`src/rtl/crypto_operand_loader.sv`:
```
// crypto_operand_loader: host word assembler plus block FIFO for the crypto core.
// Four 32-bit host words (least-significant first) form one 128-bit operand that
// is queued in a FIFO_DEPTH-entry circular buffer and handed to the core with a
// valid/ready handshake.
// Optional build macro: LOADER_BYTESWAP_EN byte-reverses each word before storage.
module crypto_operand_loader #(
  parameter int FIFO_DEPTH = 4,
  parameter int CNT_W      = $clog2(FIFO_DEPTH) + 1
) (
  input  logic             Master_clk,
  input  logic             Master_reset,
  input  logic             flush,
  input  logic [31:0]      word_in,
  input  logic             word_valid,
  output logic             word_ready,
  output logic [127:0]     blk_data,
  output logic             blk_valid,
  input  logic             blk_ready,
  output logic [CNT_W-1:0] fifo_count,
  output logic [1:0]       word_idx
);

  localparam int PTR_W = $clog2(FIFO_DEPTH);

  typedef enum logic [1:0] {
    W0 = 2'd0,
    W1 = 2'd1,
    W2 = 2'd2,
    W3 = 2'd3
  } asmState_e;

  asmState_e        state_q, state_d;
  logic [95:0]      asmWords_q, asmWords_d;
  logic [PTR_W-1:0] wrPtr_q, wrPtr_d;
  logic [PTR_W-1:0] rdPtr_q, rdPtr_d;
  logic [CNT_W-1:0] cnt_q, cnt_d;
  logic [127:0]     mem_q [FIFO_DEPTH];

  logic [31:0] laneWord;
  logic        accept;
  logic        push;
  logic        pop;

  // Lane formatting of the incoming word; big-endian hosts need bytes reversed.
`ifdef LOADER_BYTESWAP_EN
  assign laneWord = {word_in[7:0], word_in[15:8], word_in[23:16], word_in[31:24]};
`else
  assign laneWord = word_in;
`endif

  // Handshake decodes; ready/valid come from registered occupancy only, and
  // flush suppresses every state-changing event in its cycle.
  assign word_ready = (cnt_q != CNT_W'(FIFO_DEPTH));
  assign blk_valid  = (cnt_q != '0);
  assign accept     = word_valid && word_ready && !flush;
  assign push       = accept && (state_q == W3);
  assign pop        = blk_valid && blk_ready && !flush;

  assign blk_data   = mem_q[rdPtr_q];
  assign fifo_count = cnt_q;
  assign word_idx   = state_q;

  // Assembler next state: park the first three words, wrap to W0 after the fourth.
  always_comb begin
    state_d    = state_q;
    asmWords_d = asmWords_q;
    if (flush) begin
      state_d = W0;
    end else if (accept) begin
      case (state_q)
        W0: begin
          asmWords_d[31:0] = laneWord;
          state_d          = W1;
        end
        W1: begin
          asmWords_d[63:32] = laneWord;
          state_d           = W2;
        end
        W2: begin
          asmWords_d[95:64] = laneWord;
          state_d           = W3;
        end
        W3: begin
          state_d = W0;
        end
        default: state_d = W0;
      endcase
    end
  end

  // FIFO pointer and occupancy next state; simultaneous push and pop leave the count alone.
  always_comb begin
    wrPtr_d = wrPtr_q;
    rdPtr_d = rdPtr_q;
    cnt_d   = cnt_q;
    if (flush) begin
      wrPtr_d = '0;
      rdPtr_d = '0;
      cnt_d   = '0;
    end else begin
      if (push) begin
        wrPtr_d = wrPtr_q + PTR_W'(1);
      end
      if (pop) begin
        rdPtr_d = rdPtr_q + PTR_W'(1);
      end
      if (push && !pop) begin
        cnt_d = cnt_q + CNT_W'(1);
      end else if (pop && !push) begin
        cnt_d = cnt_q - CNT_W'(1);
      end
    end
  end

  // Control state register with asynchronous active-low clear.
  always_ff @(posedge Master_clk or negedge Master_reset) begin
    if (!Master_reset) begin
      state_q    <= W0;
      asmWords_q <= '0;
      wrPtr_q    <= '0;
      rdPtr_q    <= '0;
      cnt_q      <= '0;
    end else begin
      state_q    <= state_d;
      asmWords_q <= asmWords_d;
      wrPtr_q    <= wrPtr_d;
      rdPtr_q    <= rdPtr_d;
      cnt_q      <= cnt_d;
    end
  end

  // Operand storage is never reset; the completed operand lands at the tail on the W3 accept.
  always_ff @(posedge Master_clk) begin
    if (push) begin
      mem_q[wrPtr_q] <= {laneWord, asmWords_q};
    end
  end

endmodule

```
`config.mk`:
```
export PLATFORM = sky130hd
export DESIGN_NAME = crypto_operand_loader
export DESIGN_NICKNAME = d
export VERILOG_FILES = /design/src/rtl/crypto_operand_loader.sv
export SDC_FILE = /design/constraint.sdc
export NUM_CORES = 1
export LEC_CHECK = 0
export ABC_AREA = 1
export CAP_MARGIN = 10
export CORE_AREA = 5 5 264 266
export DETAILED_ROUTE_END_ITERATION = 10
export DIE_AREA = 0 0 269 271
export HOLD_SLACK_MARGIN = 0.12
export SETUP_SLACK_MARGIN = 0.3
export SYNTH_ARGS = -nofsm -noshare
export SYNTH_HDL_FRONTEND = slang
export SYNTH_SLANG_ARGS = --single-unit
```
`constraint.sdc`:
```
create_clock -name Master_clk -period 12.46 [get_ports Master_clk]
set_input_delay 1.869 -clock Master_clk [delete_from_list [all_inputs] [get_ports Master_clk]]
set_output_delay 1.869 -clock Master_clk [all_outputs]
set_load 0.02 [all_outputs]
```
==> impl_metrics.env, run 1 <==
export IMPL_status="finished clean"
export IMPL_hold_class="flip-flop to flip-flop"
export IMPL_drt_wl_total_um=56500
export IMPL_synth_seq_cells=617
export IMPL_drive_gt1_share_pct=9.42
export IMPL_grt_ovfl_total=0
export IMPL_synth_simple_area_share_pct=6.53
export IMPL_syn_avg_cell_area_um2=14.0
export IMPL_dp_cells=2618
export IMPL_cts_buffers_inserted=67
export IMPL_finClkSkew_ps=18.4
export IMPL_cts_setup_buffers=0
export IMPL_die_h_um=271
export IMPL_fmax_mhz=154
export IMPL_synthMuxAreaShare_pct=0
export IMPL_yosysWarningCount=0
export IMPL_syn_num_nets=1707
export IMPL_cp_end_kind="output port"
export IMPL_grt_pass1_wl_um=85500
export IMPL_power_leakage_nw=9.69
export IMPL_cp_max_fo=99
export IMPL_coreArea_um2=66800
export IMPL_vias=13700
export IMPL_chipWidth_um=269
export IMPL_fin_crit_ps=6490
export IMPL_avgRoutedWirePerCell_um=20.6
export IMPL_cp_arrival_ps=4620
export IMPL_initial_core_util_pct=34.7
export IMPL_routed_via_density=5.01
export IMPL_vdd_ir_drop_max_mv=0.101
export IMPL_worst_pin_slew_ps=1150
export IMPL_die_area_um2=72900
export IMPL_multi_input_area_um2=4470
export IMPL_seq_area_frac_synth_pct=77.6
export IMPL_fill_cells=6079
export IMPL_startpoint_type="flip-flop"
export IMPL_antenna_cells=0
export IMPL_place_congestion=0.730
export IMPL_rsz0062_at_grt="no"
export IMPL_grt_max_degree=102
export IMPL_root_buffer="clkbuf_16"
export IMPL_synth_cell_types=25
export IMPL_syn_to_final_growth_pct=19.7
export IMPL_drcViolationCount=0
export IMPL_synthCells=1661
export IMPL_cts_tree="built"
export IMPL_yosys_area_share_adder_pct=0.518
export IMPL_ff_latch_area_um2=18000
export IMPL_power_mw=5.90
export IMPL_final_hold_viol_count=0
export IMPL_cts_resized=0
export IMPL_crit_top_cell="buf_4"
export IMPL_cap_viol_max_count=0
export IMPL_path_class="flip-flop to output port"
export IMPL_synth_area_um2=23200
export IMPL_cts_htree_levels=3
export IMPL_required_ps=10590
export IMPL_ios=172
export IMPL_final_cell_mix="edfxtp_1, o21ai_0, nor2_1, clkdlybuf4s50_1, o22ai_1"
export IMPL_synth_compound_area_share_pct=12.0
export IMPL_grtUsageTotal_pct=15.4
export IMPL_ctsHoldBuffers=0
export IMPL_period_share_pct=52.1
export IMPL_clk_pin_slew_ps=60
export IMPL_slowest_stage="buf_4"
export IMPL_final_common_cell="edfxtp_1"
export IMPL_drtIter0Drc=850
export IMPL_ant_nets=0
export IMPL_cp_slowest_stage_delay_ps=840
export IMPL_synthXorXnorAreaFrac_pct=0.0378
export IMPL_final_cells=2742
export IMPL_finalNetCount=1860
export IMPL_grt_antenna_before_repair=1
export IMPL_relSlewSlack_pct=23.1
export IMPL_drv_slew=0
export IMPL_dr_pass1_iters=7
export IMPL_clock_sinks=617
export IMPL_cts_path_max_buffers=3
export IMPL_insertion_delay_ps=600
export IMPL_fin_util_pct=41.6
export IMPL_tns_ps=0
export IMPL_grt_pass1_vias=13900
export IMPL_worstPathCellList="inv_6 > buf_4 > buf_4 > o21ai_0 > o22ai_1 > clkdlybuf4s50_1"
export IMPL_synth_top_family_by_area="compound AO/OA/AOI/OAI gates"
export IMPL_port_buffers=171
export IMPL_hpwlAfterDp_um=31400
export IMPL_p_per_area_nw_per_um2=212
export IMPL_setup_viol=0
export IMPL_fp_row_count=95
[path summary, 6_finish.rpt]
| path | slack [ps] | cells after the start | startpoint | endpoint |
|---|---|---|---|---|
| max | 5970 | 6 | rdPtr_q[0] | blk_data[38] |
| min | 510 | 0 | asmWords_q[84] | mem_q[0][84] |
| max reg2reg | 9600 | 4 | word_idx[0] | mem_q[1][70] |
| min reg2reg | 510 | 0 | asmWords_q[84] | mem_q[0][84] |
| max in group asynchronous | 9650 | 2 | Master_reset | asmWords_q[75] |
| min in group asynchronous | 1420 | 1 | Master_reset | fifo_count[1] |
[worst max-delay path: cells and delay by family, from the launching register on]
| family | cells | cell delay (ps) |
|---|---|---|
| AOI/OAI and AO/OA | 2 | 410 |
| DFF | 1 | 670 |
| buffers and inverters | 4 | 2710 |
[kinds of logic (layout without fill, tap and decap cells)]
family,after synthesis,after routing
adders and majority gates,9,9
DFF,617,617
AOI/OAI and AO/OA,490,490
and+or+nand+nor,388,388
buffers and inverters,156,364
xor gates and xnor gates,1,1
[power by group]
group / switching (mW) / leakage, nW / internal, mW
Clock: 0.785 / 1.05 / 1.14
Sequential: 0.209 / 5.97 / 2.57
Combinational: 0.742 / 2.67 / 0.459
Total: 1.74 / 9.69 / 4.16
[state kept, by name, indices dropped and copies added (netlist names)]
name        flops
mem_q         512
asmWords_q     96
fifo_count      3
rdPtr_q         2
word_idx        2
wrPtr_q         2
[Yosys cell counts (all sizes together)]
master	count	area share [%]
dfrtp	105	11
xnor2	1	0.038
clkbuf	53	0.87
a21oi	4	0.10
ha	8	0.43
o22ai	128	3.5
nand4	2	0.12
edfxtp	512	66
buf	51	1.5
o21ai	357	8.4
o211ai	1	0.032
fa	1	0.086
nor2	264	4.3
nand2	122	2.1
inv	52	0.84
[layout make-up]
class | count | area share (%)
clock inverter | 27 | 0.892
sequential | 617 | 64.9
multi-input combinational | 888 | 16.1
clock buffer | 97 | 6.89
timing repair buffer | 188 | 6.61
inverter | 52 | 0.730
tap | 873 | 3.93
[layer usage]
metal	GRT usage [%]	part of all wire [%]	wire length, um
met5	0	0.023	13
met4	4.73	2.1	1210
met3	2.79	5.0	2820
met2	23.6	46	25700
met1	22.3	47	26700
[metrics by stage]
step	cell area, um^2	worst slack (ps)	hold WS [ps]
floorplan	23200	4300	476
global placement	25600	6580	485
detailed placement	25600	6520	496
CTS	27800	5880	501
global route	27800	5580	519
finish	27800	5970	507
Power figures use the tool's default switching activity.
==> run 2, diff against run 1 <==
==> constraint.sdc (replaced) <==
create_clock -name Master_clk -period 6.47 [get_ports Master_clk]
set_input_delay 0.9705 -clock Master_clk [delete_from_list [all_inputs] [get_ports Master_clk]]
set_output_delay 0.9705 -clock Master_clk [all_outputs]
set_load 0.02 [all_outputs]
==> impl_metrics.env, run 2 (synthesis gave the netlist of run 1 again) <==
export IMPL_port_buffers=171
export IMPL_chipWidth_um=269
export IMPL_grtUsageTotal_pct=15.2
export IMPL_syn_to_final_growth_pct=19.2
export IMPL_ctsHoldBuffers=0
export IMPL_final_hold_viol_count=0
export IMPL_cp_end_kind="output port"
export IMPL_p_clk_share_pct=30.9
export IMPL_grt_util_met3_pct=2.52
export IMPL_setup_viol=0
export IMPL_drv_slew=0
export IMPL_cp_slowest_stage_delay_ps=890
export IMPL_period_share_pct=77.8
export IMPL_grt_antenna_before_repair=0
export IMPL_finClkSkew_ps=39.3
export IMPL_path_class="flip-flop to output port"
export IMPL_routed_via_density=5.03
export IMPL_use_met1_pct=22.8
export IMPL_fp_row_count=95
export IMPL_cts_tree="built"
export IMPL_coreArea_um2=66800
export IMPL_worst_pin_slew_ps=1180
export IMPL_cp_arrival_ps=4060
export IMPL_fin_crit_ps=5030
export IMPL_worst_hold_slack_ps=424
export IMPL_largest_register_ffs=512
export IMPL_vdd_ir_drop_max_mv=0.244
export IMPL_ios=172
export IMPL_worstReg2RegStart="word_idx[0]"
export IMPL_insertion_delay_ps=630
export IMPL_clock_sinks=617
export IMPL_drcViolationCount=0
export IMPL_initial_core_util_pct=34.7
export IMPL_cts_buffers_inserted=60
export IMPL_top_register="mem_q"
export IMPL_cts_resized=0
export IMPL_seqPwrFrac_pct=48.3
export IMPL_status="finished clean"
export IMPL_dr_pass1_iters=5
export IMPL_vias=13800
export IMPL_root_buffer="clkbuf_16"
export IMPL_p_per_area_nw_per_um2=402
export IMPL_final_common_cell="edfxtp_1"
export IMPL_grt_max_degree=154
export IMPL_clk_pin_slew_ps=60
export IMPL_required_ps=5500
export IMPL_slowest_stage="inv_6"
export IMPL_worstPathCellList="inv_6 > buf_4 > o21ai_0 > o22ai_1 > clkdlybuf4s50_1"
export IMPL_swShare_pct=29.9
export IMPL_die_area_um2=72900
export IMPL_cts_setup_buffers=0
export IMPL_final_cell_mix="edfxtp_1, o21ai_0, nor2_1, clkdlybuf4s50_1, o22ai_1"
export IMPL_cap_viol_max_count=0
export IMPL_busiest_layer="met2"
export IMPL_crit_buf_inv=3
export IMPL_place_congestion=0.723
export IMPL_power_leakage_nw=9.63
export IMPL_critical_path_top_delay_family="buffers and inverters"
export IMPL_grt_pass1_wl_um=85900
export IMPL_relSlewSlack_pct=21.3
export IMPL_drt_wl_total_um=56000
export IMPL_startpoint_type="flip-flop"
export IMPL_cts_htree_levels=2
export IMPL_rsz0062_at_grt="no"
export IMPL_combPwrFrac_pct=20.8
export IMPL_drive_gt1_share_pct=9.45
export IMPL_finalNetCount=1857
export IMPL_use_met2_pct=23.2
export IMPL_ant_nets=0
export IMPL_grt_pass1_vias=13800
export IMPL_fin_util_pct=41.4
export IMPL_hpwlAfterDp_um=31700
export IMPL_p_int_mw=7.79
export IMPL_die_h_um=271
export IMPL_grt_ovfl_total=0
export IMPL_drtIter0Drc=1077
export IMPL_cp_max_fo=153
export IMPL_switchingPower_mw=3.32
export IMPL_fmax_mhz=199
export IMPL_critPathLaunch="rdPtr_q[0]"
export IMPL_avgRoutedWirePerCell_um=20.5
export IMPL_cts_path_max_buffers=3
export IMPL_hold_class="input pin to async pin"
-- run 2: final cells by class --
cell class                 instances  area (um^2)
timing repair buffer             192         1900
clock buffer                      88         1750
multi-input combinational        888         4470
antenna                            1         2.50
clock inverter                    25          225
inverter                          52          203
sequential                       617        18000
tap                              873         1090
fill                            6148        39200
-- run 2: worst paths after layout --
path                       depth (start not counted)  slack [ps]           end
setup / recovery                                   5        1440  blk_data[31]
max in group asynchronous                          2        4650    rdPtr_q[0]
hold / removal                                     1         420    rdPtr_q[1]
min in group Master_clk                            0         490  mem_q[3][21]
hold reg to reg                                    0         490  mem_q[3][21]
setup reg to reg                                   4        3720  mem_q[1][71]
-- run 2: layer usage --
metal | vias to the layer above | wire length [um]
met2 | 374 | 25900
met3 | 66 | 3020
met4 | 0 | 887
met5 | - | 0
li1 | 6376 | -
met1 | 6936 | 26200
-- run 2: power groups by stage --
stage | clock network [mW] | registers (mW) | logic, mW
after floorplan | 0 | 5.28 | 1.41
after CTS | 3.51 | 5.37 | 2.37
after detailed placement | 0 | 5.45 | 2.35
after global placement | 0 | 5.40 | 2.32
after global routing | 3.69 | 5.43 | 2.54
final | 3.43 | 5.37 | 2.31
-- run 2: stage by stage --
stage	setup TNS (ps)	setup slack, ps	instance area [um^2]	total power [mW]	cells
after floorplan	-403320	-788	23200	6.69	1661
after global placement	0	2170	25700	7.72	2622
after detailed placement	0	2110	25700	7.80	2622
after CTS	0	1400	27600	11.2	2735
after global routing	0	1210	27600	11.7	2735
final	0	1440	27600	11.1	2736
